`src/rtl/multi_cycle_ctrl_if.sv`:
```
// +----------------------------------------------------------------------+
// | multi_cycle_ctrl_if : instruction/datapath bus of the MIPS controller |
// | Rev 1.0                                                              |
// +----------------------------------------------------------------------+
`default_nettype none

interface multi_cycle_ctrl_if;
  logic [31:0] inst;
  logic        rs_eq_rt;
  logic        step_mode;
  logic        step;
  logic        ir_wen;
  logic        pc_wen;
  logic        rf_wen;
  logic        dm_wen;
  logic [1:0]  pc_sel;
  logic        wb_sel;
  logic [2:0]  state;
  logic        inst_done;
  logic        halted;
  logic [31:0] inst_cnt;

  modport master (
    output inst, rs_eq_rt, step_mode, step,
    input  ir_wen, pc_wen, rf_wen, dm_wen, pc_sel, wb_sel,
    input  state, inst_done, halted, inst_cnt
  );

  modport slave (
    input  inst, rs_eq_rt, step_mode, step,
    output ir_wen, pc_wen, rf_wen, dm_wen, pc_sel, wb_sel,
    output state, inst_done, halted, inst_cnt
  );
endinterface

`default_nettype wire

```
`src/rtl/multi_cycle_ctrl.sv`:
```
// +----------------------------------------------------------------------+
// | multi_cycle_ctrl : multi-cycle MIPS-subset control FSM               |
// | Rev 1.0                                                              |
// +----------------------------------------------------------------------+
`default_nettype none

module multi_cycle_ctrl (
  input  logic               clk,
  input  logic               reset,
  multi_cycle_ctrl_if.slave  ctrl_if
);

  typedef enum logic [2:0] {
    S_FETCH  = 3'd0,
    S_DECODE = 3'd1,
    S_EXE    = 3'd2,
    S_MEM    = 3'd3,
    S_WB     = 3'd4,
    S_HALT   = 3'd5
  } state_t;

  state_t      state_q, state_d;
  logic        halted_q;
  logic [31:0] inst_cnt_q;

  logic [5:0] op, funct;
  logic [4:0] rs, sa;
  logic       is_r3, is_shift, is_alu, is_beq, is_bne, is_lw, is_sw, is_j;
  logic       is_legal, taken;
  logic       unused_bits;

  assign op    = ctrl_if.inst[31:26];
  assign rs    = ctrl_if.inst[25:21];
  assign sa    = ctrl_if.inst[10:6];
  assign funct = ctrl_if.inst[5:0];
  assign unused_bits = ^ctrl_if.inst[20:11];

  assign is_r3 = (op == 6'h00) && (sa == 5'd0) &&
                 ((funct == 6'h21) || (funct == 6'h23) || (funct == 6'h2A) ||
                  (funct == 6'h24) || (funct == 6'h25) || (funct == 6'h26) ||
                  (funct == 6'h27));
  assign is_shift = (op == 6'h00) && (rs == 5'd0) &&
                    ((funct == 6'h00) || (funct == 6'h02));
  assign is_alu   = is_r3 || is_shift || (op == 6'h09) || (op == 6'h0F);
  assign is_beq   = (op == 6'h04);
  assign is_bne   = (op == 6'h05);
  assign is_lw    = (op == 6'h23);
  assign is_sw    = (op == 6'h2B);
  assign is_j     = (op == 6'h02);
  assign is_legal = is_alu || is_beq || is_bne || is_lw || is_sw || is_j;
  assign taken    = (is_beq && ctrl_if.rs_eq_rt) || (is_bne && !ctrl_if.rs_eq_rt);

  logic       ir_wen, pc_wen, rf_wen, dm_wen, wb_sel, inst_done;
  logic [1:0] pc_sel;

  always_comb begin
    state_d   = state_q;
    ir_wen    = 1'b0;
    pc_wen    = 1'b0;
    rf_wen    = 1'b0;
    dm_wen    = 1'b0;
    pc_sel    = 2'b00;
    wb_sel    = 1'b0;
    inst_done = 1'b0;
    case (state_q)
      S_FETCH: begin
        // Step pulses are only sampled here, so pulses elsewhere are dropped.
        if (!ctrl_if.step_mode || ctrl_if.step) begin
          ir_wen  = 1'b1;
          state_d = S_DECODE;
        end
      end
      S_DECODE: begin
        if (!is_legal) begin
          state_d = S_HALT;
        end else if (is_j) begin
          pc_wen    = 1'b1;
          pc_sel    = 2'b10;
          inst_done = 1'b1;
          state_d   = S_FETCH;
        end else begin
          state_d = S_EXE;
        end
      end
      S_EXE: begin
        if (is_beq || is_bne) begin
          pc_wen    = 1'b1;
          pc_sel    = taken ? 2'b01 : 2'b00;
          inst_done = 1'b1;
          state_d   = S_FETCH;
        end else if (is_lw || is_sw) begin
          state_d = S_MEM;
        end else begin
          state_d = S_WB;
        end
      end
      S_MEM: begin
        if (is_sw) begin
          dm_wen    = 1'b1;
          pc_wen    = 1'b1;
          inst_done = 1'b1;
          state_d   = S_FETCH;
        end else begin
          state_d = S_WB;
        end
      end
      S_WB: begin
        rf_wen    = 1'b1;
        wb_sel    = is_lw;
        pc_wen    = 1'b1;
        inst_done = 1'b1;
        state_d   = S_FETCH;
      end
      S_HALT: begin
        state_d = S_HALT;
      end
      default: begin
        state_d = S_FETCH;
      end
    endcase
  end

  always_ff @(posedge clk or posedge reset) begin
    if (reset) begin
      state_q    <= S_FETCH;
      halted_q   <= 1'b0;
      inst_cnt_q <= 32'd0;
    end else begin
      state_q    <= state_d;
      halted_q   <= halted_q || (state_d == S_HALT);
      inst_cnt_q <= inst_cnt_q + {31'd0, inst_done};
    end
  end

  // Reset gates the combinational outputs so FETCH cannot raise ir_wen mid-reset.
  assign ctrl_if.ir_wen    = ir_wen    && !reset;
  assign ctrl_if.pc_wen    = pc_wen    && !reset;
  assign ctrl_if.rf_wen    = rf_wen    && !reset;
  assign ctrl_if.dm_wen    = dm_wen    && !reset;
  assign ctrl_if.inst_done = inst_done && !reset;
  assign ctrl_if.pc_sel    = reset ? 2'b00 : pc_sel;
  assign ctrl_if.wb_sel    = wb_sel && !reset;
  assign ctrl_if.state     = state_q;
  assign ctrl_if.halted    = halted_q;
  assign ctrl_if.inst_cnt  = inst_cnt_q;

endmodule

`default_nettype wire

```
`src/flat_wrapper.sv`:
```
// flat-port wrapper written by rule: the top's interface ports become plain ports
module multi_cycle_ctrl_flat 
  (clk, reset, ctrl_if_inst, ctrl_if_rs_eq_rt, ctrl_if_step_mode, ctrl_if_step, ctrl_if_ir_wen, ctrl_if_pc_wen, ctrl_if_rf_wen, ctrl_if_dm_wen, ctrl_if_pc_sel, ctrl_if_wb_sel, ctrl_if_state, ctrl_if_inst_done, ctrl_if_halted, ctrl_if_inst_cnt);
  multi_cycle_ctrl_if ctrl_if_i ();
  input  logic clk;
  input  logic reset;
  input wire logic [$bits(ctrl_if_i.inst)-1:0] ctrl_if_inst;
  input wire logic [$bits(ctrl_if_i.rs_eq_rt)-1:0] ctrl_if_rs_eq_rt;
  input wire logic [$bits(ctrl_if_i.step_mode)-1:0] ctrl_if_step_mode;
  input wire logic [$bits(ctrl_if_i.step)-1:0] ctrl_if_step;
  output wire logic [$bits(ctrl_if_i.ir_wen)-1:0] ctrl_if_ir_wen;
  output wire logic [$bits(ctrl_if_i.pc_wen)-1:0] ctrl_if_pc_wen;
  output wire logic [$bits(ctrl_if_i.rf_wen)-1:0] ctrl_if_rf_wen;
  output wire logic [$bits(ctrl_if_i.dm_wen)-1:0] ctrl_if_dm_wen;
  output wire logic [$bits(ctrl_if_i.pc_sel)-1:0] ctrl_if_pc_sel;
  output wire logic [$bits(ctrl_if_i.wb_sel)-1:0] ctrl_if_wb_sel;
  output wire logic [$bits(ctrl_if_i.state)-1:0] ctrl_if_state;
  output wire logic [$bits(ctrl_if_i.inst_done)-1:0] ctrl_if_inst_done;
  output wire logic [$bits(ctrl_if_i.halted)-1:0] ctrl_if_halted;
  output wire logic [$bits(ctrl_if_i.inst_cnt)-1:0] ctrl_if_inst_cnt;
  assign ctrl_if_i.inst = ctrl_if_inst;
  assign ctrl_if_i.rs_eq_rt = ctrl_if_rs_eq_rt;
  assign ctrl_if_i.step_mode = ctrl_if_step_mode;
  assign ctrl_if_i.step = ctrl_if_step;
  assign ctrl_if_ir_wen = ctrl_if_i.ir_wen;
  assign ctrl_if_pc_wen = ctrl_if_i.pc_wen;
  assign ctrl_if_rf_wen = ctrl_if_i.rf_wen;
  assign ctrl_if_dm_wen = ctrl_if_i.dm_wen;
  assign ctrl_if_pc_sel = ctrl_if_i.pc_sel;
  assign ctrl_if_wb_sel = ctrl_if_i.wb_sel;
  assign ctrl_if_state = ctrl_if_i.state;
  assign ctrl_if_inst_done = ctrl_if_i.inst_done;
  assign ctrl_if_halted = ctrl_if_i.halted;
  assign ctrl_if_inst_cnt = ctrl_if_i.inst_cnt;
  multi_cycle_ctrl u_core (.clk(clk), .reset(reset), .ctrl_if(ctrl_if_i));
endmodule
```
`config.mk`:
```
export PLATFORM = sky130hd
export DESIGN_NAME = multi_cycle_ctrl_flat
export DESIGN_NICKNAME = d
export VERILOG_FILES = /design/src/rtl/multi_cycle_ctrl_if.sv /design/src/rtl/multi_cycle_ctrl.sv /design/src/flat_wrapper.sv
export SDC_FILE = /design/constraint.sdc
export NUM_CORES = 1
export LEC_CHECK = 0
export ABC_AREA = 1
export BUFFER_PORTS_ARGS = -buffer_cell sky130_fd_sc_hd__clkbuf_2
export CORE_MARGIN = 1.5
export CORE_UTILIZATION = 42
export DETAILED_ROUTE_END_ITERATION = 6
export GPL_TIMING_DRIVEN = 0
export PLACE_DENSITY = 0.7
export SETUP_SLACK_MARGIN = 0.2
export SYNTH_ARGS = -nofsm -noshare
export SYNTH_HDL_FRONTEND = slang
export SYNTH_SLANG_ARGS = --single-unit
```
`constraint.sdc`:
```
create_clock -name clk -period 4.45 [get_ports clk]
set_clock_uncertainty 0.05 [all_clocks]
set_input_delay 0.89 -clock clk [delete_from_list [all_inputs] [get_ports clk]]
set_output_delay 0.89 -clock clk [all_outputs]
set_load 0.01 [all_outputs]
```
# After elaboration in Yosys (flattened, before gate mapping)
# Index checks and enable logic that the tools add are counted.
totals:
  input_bits: 37
  output_inout_bits: 44
  wordCells: 87
  regBits: 36
classes:
  n_reduce_logical: 39
  n_eq_ne: 21
  n_mux: 23
  addsub: 1
ops:
  columns: ["op", "count"]
  rows:
  - ["$eq A6 B6 Y1 const B", 9]
  - ["$add A32 B1 Y32", 1]
  - ["$logic_or A1 B1 Y1", 20]
  - ["$mux W3", 5]
  - ["$pmux W3 S5", 1]
  - ["$eq A6 B2 Y1 const B", 2]
  - ["$eq A6 B3 Y1 const B", 2]
  - ["$eq A6 B4 Y1 const B", 2]
  - ["$logic_not A6 Y1", 2]
  - ["$logic_and A1 B1 Y1", 11]
  - ["$logic_not A5 Y1", 2]
  - ["$mux W1", 10]
  - ["$mux W2", 5]
  - ["$eq A3 B3 Y1 const B", 3]
  - ["$eq A3 B2 Y1 const B", 2]
  - ["$pmux W1 S4", 1]
  - ["$pmux W2 S2", 1]
  - ["$eq A3 B1 Y1 const B", 1]
  - ["$logic_not A1 Y1", 3]
  - ["$logic_not A3 Y1", 1]

# Depth between registers and ports, before layout
logic_depth:
  depth_word: 20
  ltp_mapped: 17
  ltp_nobuf: 17

# Worst setup path after synthesis
# Ideal clock, no wire load.
synth_timing:
  kind: "input to register"
  startpoint: "in ctrl_if_inst[30]"
  endpoint: "reg u_core.inst_cnt_q[26] (netlist: u_core.ctrl_if.inst_cnt[26])"
  cell_stages: 17
  path_slack_ns: 1.541
  arrival_time_ns: 2.731
  setup_time_ns: 0.128
  required_time_ns: 4.272
  n_path_buf: 0
  cell_sequence: "inv_1 -> nand2_1 -> nor2_1 -> inv_1 -> nor2_1 -> nand4_1 -> nand3_1 -> ha_1 -> ha_1 -> inv_1 -> nor2_4 -> nand2_4 -> nor3b_4 -> nand3_2 -> inv_1 -> nand2_1 -> xnor2_1"
synth_between:
  elab_chain_len: 14
  elab_cells_between_ends: 27
  cone_classes: "add/sub: 1; eq/ne: 7; mux: 5; reduce/logical: 14"
synth_lines:
  columns: ["element", "line_no", "rtl"]
  rows:
  - ["from (decl)", "flat_wrapper.sv:7", "input wire logic [$bits(ctrl_if_i.inst)-1:0] ctrl_if_inst;"]
  - ["$logic_not A6 Y1", "multi_cycle_ctrl.sv:38, multi_cycle_ctrl.sv:42", null]
  - ["$logic_and A1 B1 Y1 (on tied branches) (2 in series)", "multi_cycle_ctrl.sv:38, multi_cycle_ctrl.sv:42", null]
  - ["$logic_or A1 B1 Y1 (3 in series)", "multi_cycle_ctrl.sv:44", "assign is_alu = is_r3 || is_shift || (op == 6'h09) || (op == 6'h0F);"]
  - ["$logic_or A1 B1 Y1 (5 in series)", "multi_cycle_ctrl.sv:50", "assign is_legal = is_alu || is_beq || is_bne || is_lw || is_sw || is_j;"]
  - ["$mux W1", "multi_cycle_ctrl.sv:74", "if (!is_legal) begin"]
  - ["$pmux W1 S4 (*)", "multi_cycle_ctrl.sv:65", "case (state_q)"]
  - ["$add A32 B1 Y32 (*)", "multi_cycle_ctrl.sv:131", "inst_cnt_q <= inst_cnt_q + {31'd0, inst_done};"]
  - ["to (signal assigned)", "multi_cycle_ctrl.sv:131", null]
  - ["to (decl)", "multi_cycle_ctrl.sv:24", "logic [31:0] inst_cnt_q;"]
# Mark *: on every way between the ends. The rest lies on a longest branch, timed or not.

# Final worst setup path
layout_timing:
  startpoint: "in ctrl_if_inst[27]"
  endpoint: "reg u_core.inst_cnt_q[26] (netlist: u_core.ctrl_if.inst_cnt[26])"
# Same word-level chain as after synthesis.

==> results.sh <==
export IMPL_status="completed"
export IMPL_numPortBuffers=70
export IMPL_routed_wl_mm=4.86
export IMPL_cts_hold_buf=0
export IMPL_vias_per_cell=4.84
export IMPL_register_area_sq_um=901
export IMPL_yosysUniqueCellTypes=29
export IMPL_drtAntennaViolNets=0
export IMPL_max_freq_mhz=329
export IMPL_start_util_pct=44.6
export IMPL_dieArea_sq_um=5560
export IMPL_critical_path_top_delay_family="simple AND/OR/NAND/NOR gates"
export IMPL_h_tree_depth=2
export IMPL_drtIter0Drc=101
export IMPL_first_pass_iters=4
export IMPL_critical_path_required_ps=4560
export IMPL_overflow=0
export IMPL_hold_class="flop to flop"
export IMPL_clock_path_buffers=2
export IMPL_rows=25
export IMPL_root_buffer="clkbuf_8"
export IMPL_power_internal_uw=564
export IMPL_clk_latency_ps=280
export IMPL_drc_errors=0
export IMPL_clk_pin_slew_ps=60
export IMPL_cts_setup_buffers=0
export IMPL_syn_to_final_growth_pct=23.4
export IMPL_synth_seq_cells=36
export IMPL_p_sw_share_pct=34.6
export IMPL_synth_warnings=0
export IMPL_final_layout_size_suffix_gt1_share_pct=24.1
export IMPL_slew_headroom_pct=50.4
export IMPL_synth_nets=317
export IMPL_setup_slack_ps=1410
export IMPL_pre_cts_ws_ps=1100
export IMPL_min_period_ps=3040
export IMPL_arrival_ps=3150
export IMPL_tightest_slew_ps=743
export IMPL_p_leak_uw=0.00145
export IMPL_crit_top_cell="inv_1"
export IMPL_die_h_um=74.6
export IMPL_post_route_period_util_pct=68.3
export IMPL_share_comb_of_total_power_pct=28.4
export IMPL_finalSetupViolCount=0
export IMPL_critical_path_slowest_cell="nor3b_4"
export IMPL_ios=81
export IMPL_path_buf_inv=4
export IMPL_antenna_found_initial=0
export IMPL_multiInputGateArea_sq_um=1090
export IMPL_place_hpwl_mm=3.88
export IMPL_r2r_slack_ps=1760
export IMPL_num_vias=2033
export IMPL_grt_setup_unrepaired="false"
export IMPL_p_per_area_nw_per_um2=325
export IMPL_synth_area_leaders="dfrtp_1, nand2_1, nor2_1"
export IMPL_ys_seq_area_share_pct=41.9
export IMPL_cp_cell_sequence="clkbuf_2, nand2_1, nor2_1, inv_1, nor2_1, nand4_1, nand3_1, ha_1, ha_1, inv_1, nor2_4, nand2_4, nor3b_4, nand3_2, inv_1, nand2_1, xnor2_1"
export IMPL_cts_inserted_buffers=5
export IMPL_grt_pass1_wl_mm=8.16
export IMPL_insertedDiodeCount=0
export IMPL_tritoncts="built"
export IMPL_worst_r2r_cell_count=17
export IMPL_hold_path_cell_count=2
export IMPL_pwr_share_seq_pct=48.2
export IMPL_routabilityCongestion=0.916
export IMPL_die_x_um=74.6
export IMPL_grt_max_degree=37
export IMPL_finalHoldViolations=0
export IMPL_clkSinkCount=36
export IMPL_max_cap_violations=0
export IMPL_synthesis_area_sq_um=2150
export IMPL_path_max_fanout=4
export IMPL_crit_type="input pin to flop"
export IMPL_post_synth_cell_area_avg_sq_um=7.74
export IMPL_grtUsageTotal_pct=19.1
export IMPL_whs_endpoint="u_core.ctrl_if.halted$_DFF_PP0_"
export IMPL_wl_per_cell_um=11.6
export IMPL_tns_ps=0
export IMPL_synth_top_area_cell="dfrtp_1"
export IMPL_slowest_delay_ps=280
export IMPL_clockPowerShare_pct=23.4
export IMPL_nets=394
export IMPL_p_sw_uw=299
export IMPL_synth_top_area_share_pct=41.9
export IMPL_startpoint_type="input pin"
export IMPL_worstReg2RegStart="u_core.ctrl_if.state[2]$_DFF_PP0_"
export IMPL_hp_start="u_core.ctrl_if.halted$_DFF_PP0_"
export IMPL_regToRegEndpoint="u_core.ctrl_if.inst_cnt[26]$_DFF_PP0_"
export IMPL_peakVddDrop_uv=248
export IMPL_cts_resized=0
export IMPL_synth_cells=278
export IMPL_nFillCells=474
export IMPL_slew_violations=0
export IMPL_core_area_sq_um=4820
export IMPL_endpoint_kind="flop"
export IMPL_grt_pass1_vias=1875
==> cells by family after synthesis <==
logic type	Yosys count	share of synthesized area, %
AO/OA/AOI/OAI	8	2.33
XOR/XNOR	30	12.2
AND/OR/NAND/NOR	161	35.1
flip-flops	36	41.9
adder cells (fa/ha/maj)	2	1.16
buffers and inverters	41	7.33
==> worst register-to-register path: cells and delay by family (launching register included) <==
family          cells  cell delay [ps]
simple gates        9             1140
flops               1              440
compound gates      1               60
buf+inv             4              380
xor+xnor            1              120
fa+ha+maj           2              380
==> stage by stage <==
stage | area, sq um | hold slack, ps | std cells | utilization, % | total power, uW
floorplan | 2150 | 450 | 278 | - | 573
global placement | 2580 | 409 | 415 | 53.7 | 662
detailed placement | 2580 | 408 | 415 | 53.7 | 667
CTS | 2650 | 427 | 420 | 55.1 | 872
global route | 2650 | 446 | 420 | 55.1 | 919
finish | 2650 | 417 | 420 | 55.1 | 863
==> routing by layer <==
metal  vias to the layer above  track usage (%)  wire length (um)
met2                        53             30.6              2270
met3                         7             3.52               209
met5                         -                0                 0
met1                       935             25.9              2300
li1                       1038                -                 -
met4                         0             6.87                73
==> sequential cells by signal (all words and copies together), names as in the netlist <==
name                     count
u_core.ctrl_if.inst_cnt     32
u_core.ctrl_if.state         3
u_core.ctrl_if.halted        1
==> cell usage after synthesis (all sizes together) <==
master	n
nor3b	3
a21boi	1
nand4	12
nand3	18
nor4	5
nor3	12
dfrtp	36
xor2	18
nand3b	1
o2111ai	1
nand2	55
a211oi	1
xnor2	12
o21ai	2
ha	2
buf	1
or3	1
a21oi	2
inv	40
and3	1
nor2	53
a31oi	1
==> cell usage in the layout (no fill, tap or decap), types with 2 or more instances in the layout <==
master | synthesis | final
ha_1 | 2 | 2
nand4_1 | 12 | 12
nand2_1 | 53 | 53
a21oi_1 | 2 | 2
nor2_4 | 2 | 2
nand3_1 | 17 | 17
inv_1 | 40 | 39
clkbuf_2 | 0 | 70
nor3b_1 | 2 | 2
xor2_1 | 18 | 18
nor3_1 | 12 | 12
nor2_1 | 50 | 50
dfrtp_1 | 36 | 36
nor4_1 | 4 | 4
xnor2_1 | 12 | 12
clkbuf_8 | 0 | 5
o21ai_0 | 2 | 2
==> power by group through the flow <==
stage / Combinational (uW) / Sequential (uW) / Clock (uW)
after floorplan: 143 / 429 / 0
after global placement: 242 / 419 / 0
after detailed placement: 247 / 420 / 0
after CTS: 249 / 414 / 209
after global routing: 278 / 420 / 220
final: 245 / 416 / 202
==> worst max path at each step <==
stage                          start  cells past startpoint  slack [ps]                               endpoint
floorplan           ctrl_if_inst[30]                     17        1540  u_core.ctrl_if.inst_cnt[26]$_DFF_PP0_
detailed placement  ctrl_if_inst[30]                     18        1100  u_core.ctrl_if.inst_cnt[26]$_DFF_PP0_
CTS                 ctrl_if_inst[30]                     18        1390  u_core.ctrl_if.inst_cnt[26]$_DFF_PP0_
global placement    ctrl_if_inst[26]                     17        1120  u_core.ctrl_if.inst_cnt[26]$_DFF_PP0_
global route        ctrl_if_inst[30]                     18        1070  u_core.ctrl_if.inst_cnt[26]$_DFF_PP0_
finish              ctrl_if_inst[27]                     17        1410  u_core.ctrl_if.inst_cnt[26]$_DFF_PP0_
==> area by class of cell <==
cell class | instances | area share, %
well taps | 67 | 3.16
multi-input cells | 201 | 41.2
inverters | 40 | 5.66
clock buffers | 5 | 2.59
repair buffers | 70 | 13.2
flip-flops and latches | 36 | 33.9
plain buffers | 1 | 0.283
(Power assumes the default switching activity.)
